File: config.mk
export PLATFORM = sky130hd
export DESIGN_NAME = alu_share_arb
export DESIGN_NICKNAME = d
export VERILOG_FILES = /design/src/rtl/alu_share_pkg.sv /design/src/rtl/gen_alu.sv /design/src/rtl/rr_arbiter.sv /design/src/rtl/alu_share_arb.sv
export SDC_FILE = /design/constraint.sdc
export NUM_CORES = 1
export LEC_CHECK = 0
export ABC_CLOCK_PERIOD_IN_PS = 7300
export CAP_MARGIN = 40
export CORE_UTILIZATION = 40
export DETAILED_ROUTE_END_ITERATION = 12
export DONT_BUFFER_PORTS = 1
export GPL_TIMING_DRIVEN = 0
export SETUP_SLACK_MARGIN = 0.3
export SKIP_CTS_REPAIR_TIMING = 1
export SLEW_MARGIN = 25
export SYNTH_ARGS = -nofsm -noshare
export SYNTH_HDL_FRONTEND = slang
export SYNTH_SLANG_ARGS = --single-unit
File: constraint.sdc
create_clock -name clk -period 7.3 [get_ports clk]
set_clock_uncertainty 0.1 [all_clocks]
set_input_delay 0.73 -clock clk [delete_from_list [all_inputs] [get_ports clk]]
set_output_delay 0.73 -clock clk [all_outputs]
set_load 0.1 [all_outputs]
File: src/rtl/alu_share_pkg.sv
// Shared types for the ALU-sharing arbiter: ALU opcodes and arbiter FSM states.
package alu_share_pkg;

  typedef enum logic [1:0] {
    ADD = 2'b00,
    SUB = 2'b01,
    AND = 2'b10,
    OR  = 2'b11
  } alu_op_t;

  typedef enum logic [1:0] {
    IDLE,
    EXEC,
    RESP
  } arb_state_t;

  localparam int STAT_W = 16;

endpackage

File: src/rtl/gen_alu.sv
// Generic N-bit ALU: ADD/SUB with carry/borrow out, bitwise AND/OR with co=0.
module gen_alu
  import alu_share_pkg::*;
#(
  parameter int N = 8
) (
  input  logic [1:0]   f,
  input  logic [N-1:0] a,
  input  logic [N-1:0] b,
  output logic [N-1:0] s,
  output logic         co
);

  logic [N:0] r;

  // Extended-width result so the top bit is carry (ADD) or borrow (SUB).
  always_comb begin
    r = '0;
    case (alu_op_t'(f))
      ADD:     r = {1'b0, a} + {1'b0, b};
      SUB:     r = {1'b0, a} - {1'b0, b};
      AND:     r = {1'b0, a & b};
      OR:      r = {1'b0, a | b};
      default: r = '0;
    endcase
  end

  assign s  = r[N-1:0];
  assign co = r[N];

endmodule

File: src/rtl/rr_arbiter.sv
// Round-robin arbiter: search begins one past last_grant and wraps around.
module rr_arbiter #(
  parameter int NREQ = 4
) (
  input  logic [NREQ-1:0]         req,
  input  logic [$clog2(NREQ)-1:0] last_grant,
  output logic [NREQ-1:0]         grant,
  output logic [$clog2(NREQ)-1:0] idx,
  output logic                    any
);

  localparam int IW = $clog2(NREQ);

  // First requester found at offsets 1..NREQ from last_grant wins.
  always_comb begin
    grant = '0;
    idx   = last_grant;
    any   = 1'b0;
    for (int unsigned i = 1; i <= NREQ; i++) begin
      logic [31:0] c;
      c = (32'(last_grant) + 32'(i)) % 32'(NREQ);
      if (!any && req[IW'(c)]) begin
        grant[IW'(c)] = 1'b1;
        idx           = IW'(c);
        any           = 1'b1;
      end
    end
  end

endmodule

File: src/rtl/alu_share_arb.sv
// Arbitrates NREQ requesters onto one shared gen_alu; one operation in flight.
// Optional grant statistics: define ALU_SHARE_ARB_STATS_EN.
module alu_share_arb
  import alu_share_pkg::*;
#(
  parameter int N    = 8,
  parameter int NREQ = 4
) (
  input  logic                          clk,
  input  logic                          rst,
  input  logic [NREQ-1:0]               req_valid,
  output logic [NREQ-1:0]               req_ready,
  input  logic [NREQ-1:0][1:0]          req_f,
  input  logic [NREQ-1:0][N-1:0]        req_a,
  input  logic [NREQ-1:0][N-1:0]        req_b,
  output logic                          rsp_valid,
  input  logic                          rsp_ready,
  output logic [$clog2(NREQ)-1:0]       rsp_id,
  output logic [N-1:0]                  rsp_s,
  output logic                          rsp_co,
  output logic [NREQ-1:0][STAT_W-1:0]   stat_grants
);

  localparam int IW = $clog2(NREQ);

  arb_state_t      state;
  logic [IW-1:0]   last_grant;
  logic [IW-1:0]   cur_id;
  logic [1:0]      op_f;
  logic [N-1:0]    op_a;
  logic [N-1:0]    op_b;
  logic [NREQ-1:0] gnt;
  logic [IW-1:0]   gnt_idx;
  logic            gnt_any;
  logic [N-1:0]    alu_s;
  logic            alu_co;

  rr_arbiter #(.NREQ(NREQ)) u_arb (
    .req        (req_valid),
    .last_grant (last_grant),
    .grant      (gnt),
    .idx        (gnt_idx),
    .any        (gnt_any)
  );

  gen_alu #(.N(N)) u_alu (
    .f  (op_f),
    .a  (op_a),
    .b  (op_b),
    .s  (alu_s),
    .co (alu_co)
  );

  // Accept strobe is combinational in IDLE and suppressed while reset is held.
  assign req_ready = (state == IDLE && !rst) ? gnt : '0;

  // Control FSM: capture winner in IDLE, register ALU result in EXEC, hold in RESP.
  always_ff @(posedge clk) begin
    if (rst) begin
      state      <= IDLE;
      last_grant <= IW'(NREQ - 1);
      cur_id     <= '0;
      op_f       <= '0;
      op_a       <= '0;
      op_b       <= '0;
      rsp_valid  <= 1'b0;
      rsp_id     <= '0;
      rsp_s      <= '0;
      rsp_co     <= 1'b0;
    end else begin
      case (state)
        IDLE: begin
          if (gnt_any) begin
            op_f       <= req_f[gnt_idx];
            op_a       <= req_a[gnt_idx];
            op_b       <= req_b[gnt_idx];
            cur_id     <= gnt_idx;
            last_grant <= gnt_idx;
            state      <= EXEC;
          end
        end
        EXEC: begin
          rsp_s     <= alu_s;
          rsp_co    <= alu_co;
          rsp_id    <= cur_id;
          rsp_valid <= 1'b1;
          state     <= RESP;
        end
        RESP: begin
          if (rsp_ready) begin
            rsp_valid <= 1'b0;
            state     <= IDLE;
          end
        end
        default: state <= IDLE;
      endcase
    end
  end

`ifdef ALU_SHARE_ARB_STATS_EN
  logic [NREQ-1:0][STAT_W-1:0] cnt;

  // Per-requester saturating grant counters.
  always_ff @(posedge clk) begin
    if (rst) begin
      cnt <= '0;
    end else begin
      for (int unsigned i = 0; i < NREQ; i++) begin
        if (req_ready[i] && cnt[i] != '1) cnt[i] <= cnt[i] + 1'b1;
      end
    end
  end

  assign stat_grants = cnt;
`else
  assign stat_grants = '0;
`endif

endmodule

Word-level counts from Yosys, hierarchy flattened
Cells that the tools add are included.
Operators by class
  add/subtract/negate cells: 6
  magnitude comparators: 9
  equality and inequality tests: 7
  mux-type cells: 41
  bitwise gates (word level): 5
  reduce and logical (&&, ||, !) cells: 18
Operators by type and width (number)
  9-bit case mux with 4 select lines: 1
  8-bit binary-select mux with 2-bit select: 2
  4-bit two-way mux: 5
  8-bit two-way mux: 2
  2-bit by 3-bit < comparator with 1-bit output, second input constant: 5
  2-bit two-way mux: 7
  1-bit two-way mux: 13
  4-bit bitwise OR: 3
  8-bit by 8-bit adder with 9-bit output: 1
  8-bit by 8-bit subtractor with 9-bit output: 1
  8-bit AND: 1
  1-bit binary-select mux with 2-bit select: 4
  1-bit demux with 2-bit select: 4
  2-bit by 1-bit greater-or-equal comparator with 1-bit output, second input constant: 4
  1-bit logical AND: 8
  8-bit bitwise OR: 1
  2-bit equality test, second input constant: 3
  2-bit case mux with 3 select lines: 1
  2-bit AND reduction: 3
  2-bit by 1-bit adder with 2-bit output, second input constant: 2
  2-bit adder, second input constant: 2
  2-bit binary-select mux with 2-bit select: 1
  2-bit by 1-bit equality test with 1-bit output, second input constant: 2
  1-bit zero test: 4
  4 further kinds: 6
Storage, ports and cells
  register bits after elaboration: 36
  input bits: 79
  output and inout port bits: 80
  word-level logic and storage cells: 96

Logic depth before layout (Yosys ltp)
  word-level depth: 15
  gate-level depth with buffers: 12
  gate-level depth less buffers: 12

Cells and area by module
Synthesis repeated with hierarchy kept, for this count alone.
Second synthesis, totals
  cell total of the unflattened synthesis: 381
  area total of the unflattened synthesis: 3465.8 um^2
By module, submodules not included
  alu_share_arb: instances 1, cells each 208, area an instance 2177.1 um^2, sequential area each 720.7 um^2
  gen_alu: instances 1, cells each 99, area an instance 740.7 um^2, sequential area each 0.0 um^2
  rr_arbiter: instances 1, cells each 74, area an instance 548.0 um^2, sequential area each 0.0 um^2

Worst setup path after synthesis
OpenSTA, ideal clock, no wires.
  path type: reg-to-output
  start: register last_grant[0]
  end: output req_ready[0]
  arrival: 3.166 ns
  data required time: 6.470 ns
  slack: 3.304 ns
  stages on the path, launching flop included: 10
  buffers on the path: 3
  path through: dfxtp_1 -> buf_6 -> clkbuf_1 -> inv_1 -> ha_1 -> mux4_2 -> buf_2 -> nor2_1 -> a221oi_1 -> nor2_1
On the way
  longest elaborated chain between the ends: 14
  elaborated cells on any way between the ends: 49
  those cells by class: 4 x add/sub; 8 x order compare; 24 x mux; 3 x bitwise; 10 x reduce/logical
RTL lines
  start, declared: RTL line alu_share_arb.sv:27  | logic [IW-1:0] last_grant;
  start signal, assigned: RTL line alu_share_arb.sv:61  | last_grant <= IW'(NREQ - 1);
  start signal, assigned: RTL line alu_share_arb.sv:78  | last_grant <= gnt_idx;
  parallel branches: the longest is 12 deep, another holds 2-bit by 3-bit < comparator with 1-bit output
  4-bit two-way mux (*): RTL line rr_arbiter.sv:22  | if (!any && req[IW'(c)]) begin
  4-bit two-way mux (*): RTL line alu_share_arb.sv:55  | assign req_ready = (state == IDLE && !rst) ? gnt : '0;
  end, declared: RTL line alu_share_arb.sv:12  | output logic [NREQ-1:0] req_ready,
Every way passes the cells marked *. The select of a mux whose other input is x is not followed.

Final worst setup path
Same ends and word-level chain as after synthesis.

==> impl_results.md <==
- N_diodes: 0
- Root Buffer: clkbuf_8
- Worst skew pair latency: 0.28 ns
- Clock network power share: between 10% and 20%
- Placed wire-length estimate: 7360 um
- Power share of the combinational group: 72.6%
- RSZ-0062 raised after global routing: false
- Slew of the pin with the lowest slew margin: 0.742 ns
- Gate Count Post-Synth: 436
- Slowest CP cell: dfxtp_1
- Synth Flop Type: dfxtp_1
- Sequential Power Share: ~17%
- Final Power: a little under 2 mW
- GRT Util Overall: 19.2%
- Initial Utilization: 42.0%
- DR pass1 iterations: 4
- Worst relative slew slack: 50.5%
- Fraction of layout cells with a size suffix above 1: between 20% and 30%
- Std-Cell Rows: 33
- Peak supply drop: around 0.00019 V
- Crit path largest cell delay: 0.43 ns
- GRT Residual Overflow: 0
- Final Hold Viols: 0
- WP data required: ~6.5 ns
- CTS max path bufs: 2
- Sequential fraction of the synthesis area: 20.5%
- Critical path arrival: approximately 3 ns
- Reg2Reg Depth: 12
- First-pass GRT wire length: 13700 um
- FF+latch count, synth: 36
- CP Buf/Inv Count: 4
- Wire per inst: ~14 um
- Core footprint: 0.00838 sq mm
- Period utilization: 52.4%
- Mean post-synth cell area: 8.07 sq um
- CP top delay family: buffers and inverters
- Worst-path clk slew: 0.07 ns
- Sink Count: 36
- CTS H-tree depth: 2
- Switching pwr: 1.03 mW
- Crit path time final: approximately 3.8 ns
- CP Capture Type: primary output
- Number of global-route vias before repair: 2808
- Startpoint types: flop
- Peak Freq: around 260 MHz
- Vias: between 3000 and 4000
- Ys async rst share: 0%
- Initial antenna violation count: 0
- Synth top area share: around 20%
- I/O pins: approximately 160
- Synth-to-layout area growth: 21.5%
- Worst-path fanout max: 10
- Drt drc: 0
- WS Path Type: flop to primary output
- Initial drt markers: 118
- Pin count of the biggest net entering global routing: 12
- Die width: 95.8 um
- Routed vias/inst: 5.01
- Area leader, netlist: dfxtp_1
- NumNets Final: ~620
- Crit path depth: 11
- Syn Std Cell Area: 0.00352 sq mm
- Routed WL: 8870 um
- Crit path cell chain: buf_6 -> clkbuf_1 -> inv_1 -> ha_1 -> mux4_2 -> nor2b_4 -> a22oi_1 -> nor2_1 -> a221oi_1 -> nor2_2 -> buf_8
- Ys Warns: 0
- GP Congestion: around 0.87
- Die Span Y: 95.8 um
- P_leak: 1.93 nW
- Hold path cells: 2
- Final setup viols: 0
- Outcome: completed
- Switching Share: 53.0%
- CTS buffer count: 5
- # Max-Cap Violations: 0
- EDFF count, synth: 0
- Area contributors post-synth: dfxtp_1 (20%), buf_4 (14%), ha_1 (6.8%)
- Die area: 0.00917 sq mm
- Final ANT Viol Nets: 0
- Cell Pwr Density: 454 mW/mm^2
- Final Max Slew Viols: 0
- TritonCTS clock tree: built
- IO buf count: 0
- Synth cell types: 57
- Internal power: 0.913 mW
- Hold Path Class: flop to flop
- Setup TNS: 0 ns
==> state kept, by name (all words and copies together) (netlist names), 2 cells and up <==
name        count
cur_id          2
last_grant      2
op_a            8
op_b            8
op_f            2
rsp_id          2
rsp_s           8
state           2
==> metal layers <==
metal	global-route usage [%]	share of wire, %
met1	24.4	43
met2	33.4	49
met3	3.95	6.6
met4	3.98	1.0
met5	0	0
==> cell usage in the layout, fill, tap and decap left out, drive strengths merged, types with 5 or more instances in the layout <==
cell type,netlist,layout
a211oi,21,21
a21oi,34,34
a311oi,20,20
and3,18,18
buf,79,95
clkbuf,13,20
conb,1,64
dfxtp,36,36
ha,19,19
inv,12,12
nand2,55,55
nand3,6,6
nor2,28,28
nor2b,8,8
nor3,9,9
o211ai,5,5
o21ai,12,12
xnor2,5,5
==> synth_stat cells (2+ instances only) <==
| cell | instances |
|---|---|
| xor2_1 | 4 |
| or3_1 | 3 |
| and3_1 | 18 |
| a221oi_1 | 4 |
| a2111oi_0 | 2 |
| o31ai_1 | 2 |
| clkbuf_1 | 13 |
| nor3_1 | 9 |
| ha_1 | 19 |
| a31oi_1 | 2 |
| nand3_1 | 6 |
| buf_4 | 67 |
| nand4_1 | 2 |
| a311oi_2 | 12 |
| o21ai_0 | 11 |
| buf_6 | 4 |
| nand2b_1 | 4 |
| a311oi_1 | 8 |
| dfxtp_1 | 36 |
| maj3_1 | 2 |
| nor2_1 | 28 |
| o211ai_1 | 5 |
| nand3b_1 | 2 |
| o21a_1 | 2 |
| a22oi_1 | 4 |
| mux2i_1 | 4 |
| inv_1 | 12 |
| a211oi_2 | 12 |
| nand2_1 | 54 |
| buf_1 | 2 |
| a211oi_1 | 9 |
| a21oi_1 | 34 |
| mux4_2 | 3 |
| buf_2 | 4 |
| xnor2_1 | 5 |
| nor2b_1 | 7 |
==> tightest hold or removal path, cell delays in order, from the launching register on <==
cell and delay (ns):
dfxtp_1 0.32, nand2_1 0.06, a21oi_1 0.05
==> through the flow <==
stage	setup slack [ns]	utilization, %	cell area (sq um)	instances	hold slack, ns
6_report	3.47	51.0	4270	628	0.375
5_1_grt	3.20	51.0	4270	628	0.395
4_1_cts	3.49	51.0	4270	628	0.375
3_5_place_dp	3.82	49.5	4150	620	0.364
3_3_place_gp	3.08	46.4	3880	604	0.358
2_1_floorplan	3.30	-	3750	499	0.332
==> final timing paths <==
path,start,end,slack (ns)
max,last_grant[0],req_ready[0],3.47
min,cur_id[1],rsp_id[1],0.38
max reg2reg,last_grant[0],op_f[1],3.97
min reg2reg,cur_id[1],rsp_id[1],0.38
==> cell families (layout without fill, tap and decap cells) <==
kind of cell	Yosys count	in the layout	synth area share [%]
AND/OR/NAND/NOR	141	141	19.6
AO/OA/AOI/OAI	115	115	26.2
buffers and inverters	104	128	20.0
flip-flops	36	36	20.5
adder cells (fa/ha/maj)	22	22	7.90
XOR/XNOR	9	9	2.24
multiplexers	8	8	3.38
other	1	64	0.107
==> final cells by class <==
| cell class | instances | area, sq um |
|---|---|---|
| fill | 823 | 4110 |
| timing repair buffer | 16 | 253 |
| inverter | 12 | 45.0 |
| sequential | 36 | 721 |
| clock buffer | 7 | 96.3 |
| buffer | 92 | 659 |
| multi-input combinational | 359 | 2340 |
| clock inverter | 1 | 30.0 |
| tap | 105 | 131 |
==> power groups by stage <==
stage / combinational [mW] / sequential, mW / clock [mW]
global route: 1.54 / 0.349 / 0.208
detailed placement: 1.41 / 0.342 / 0
global placement: 1.21 / 0.457 / 0
floorplan: 1.04 / 0.434 / 0
CTS: 1.41 / 0.338 / 0.199
finish: 1.41 / 0.338 / 0.194
Power figures use the tool's default switching activity.
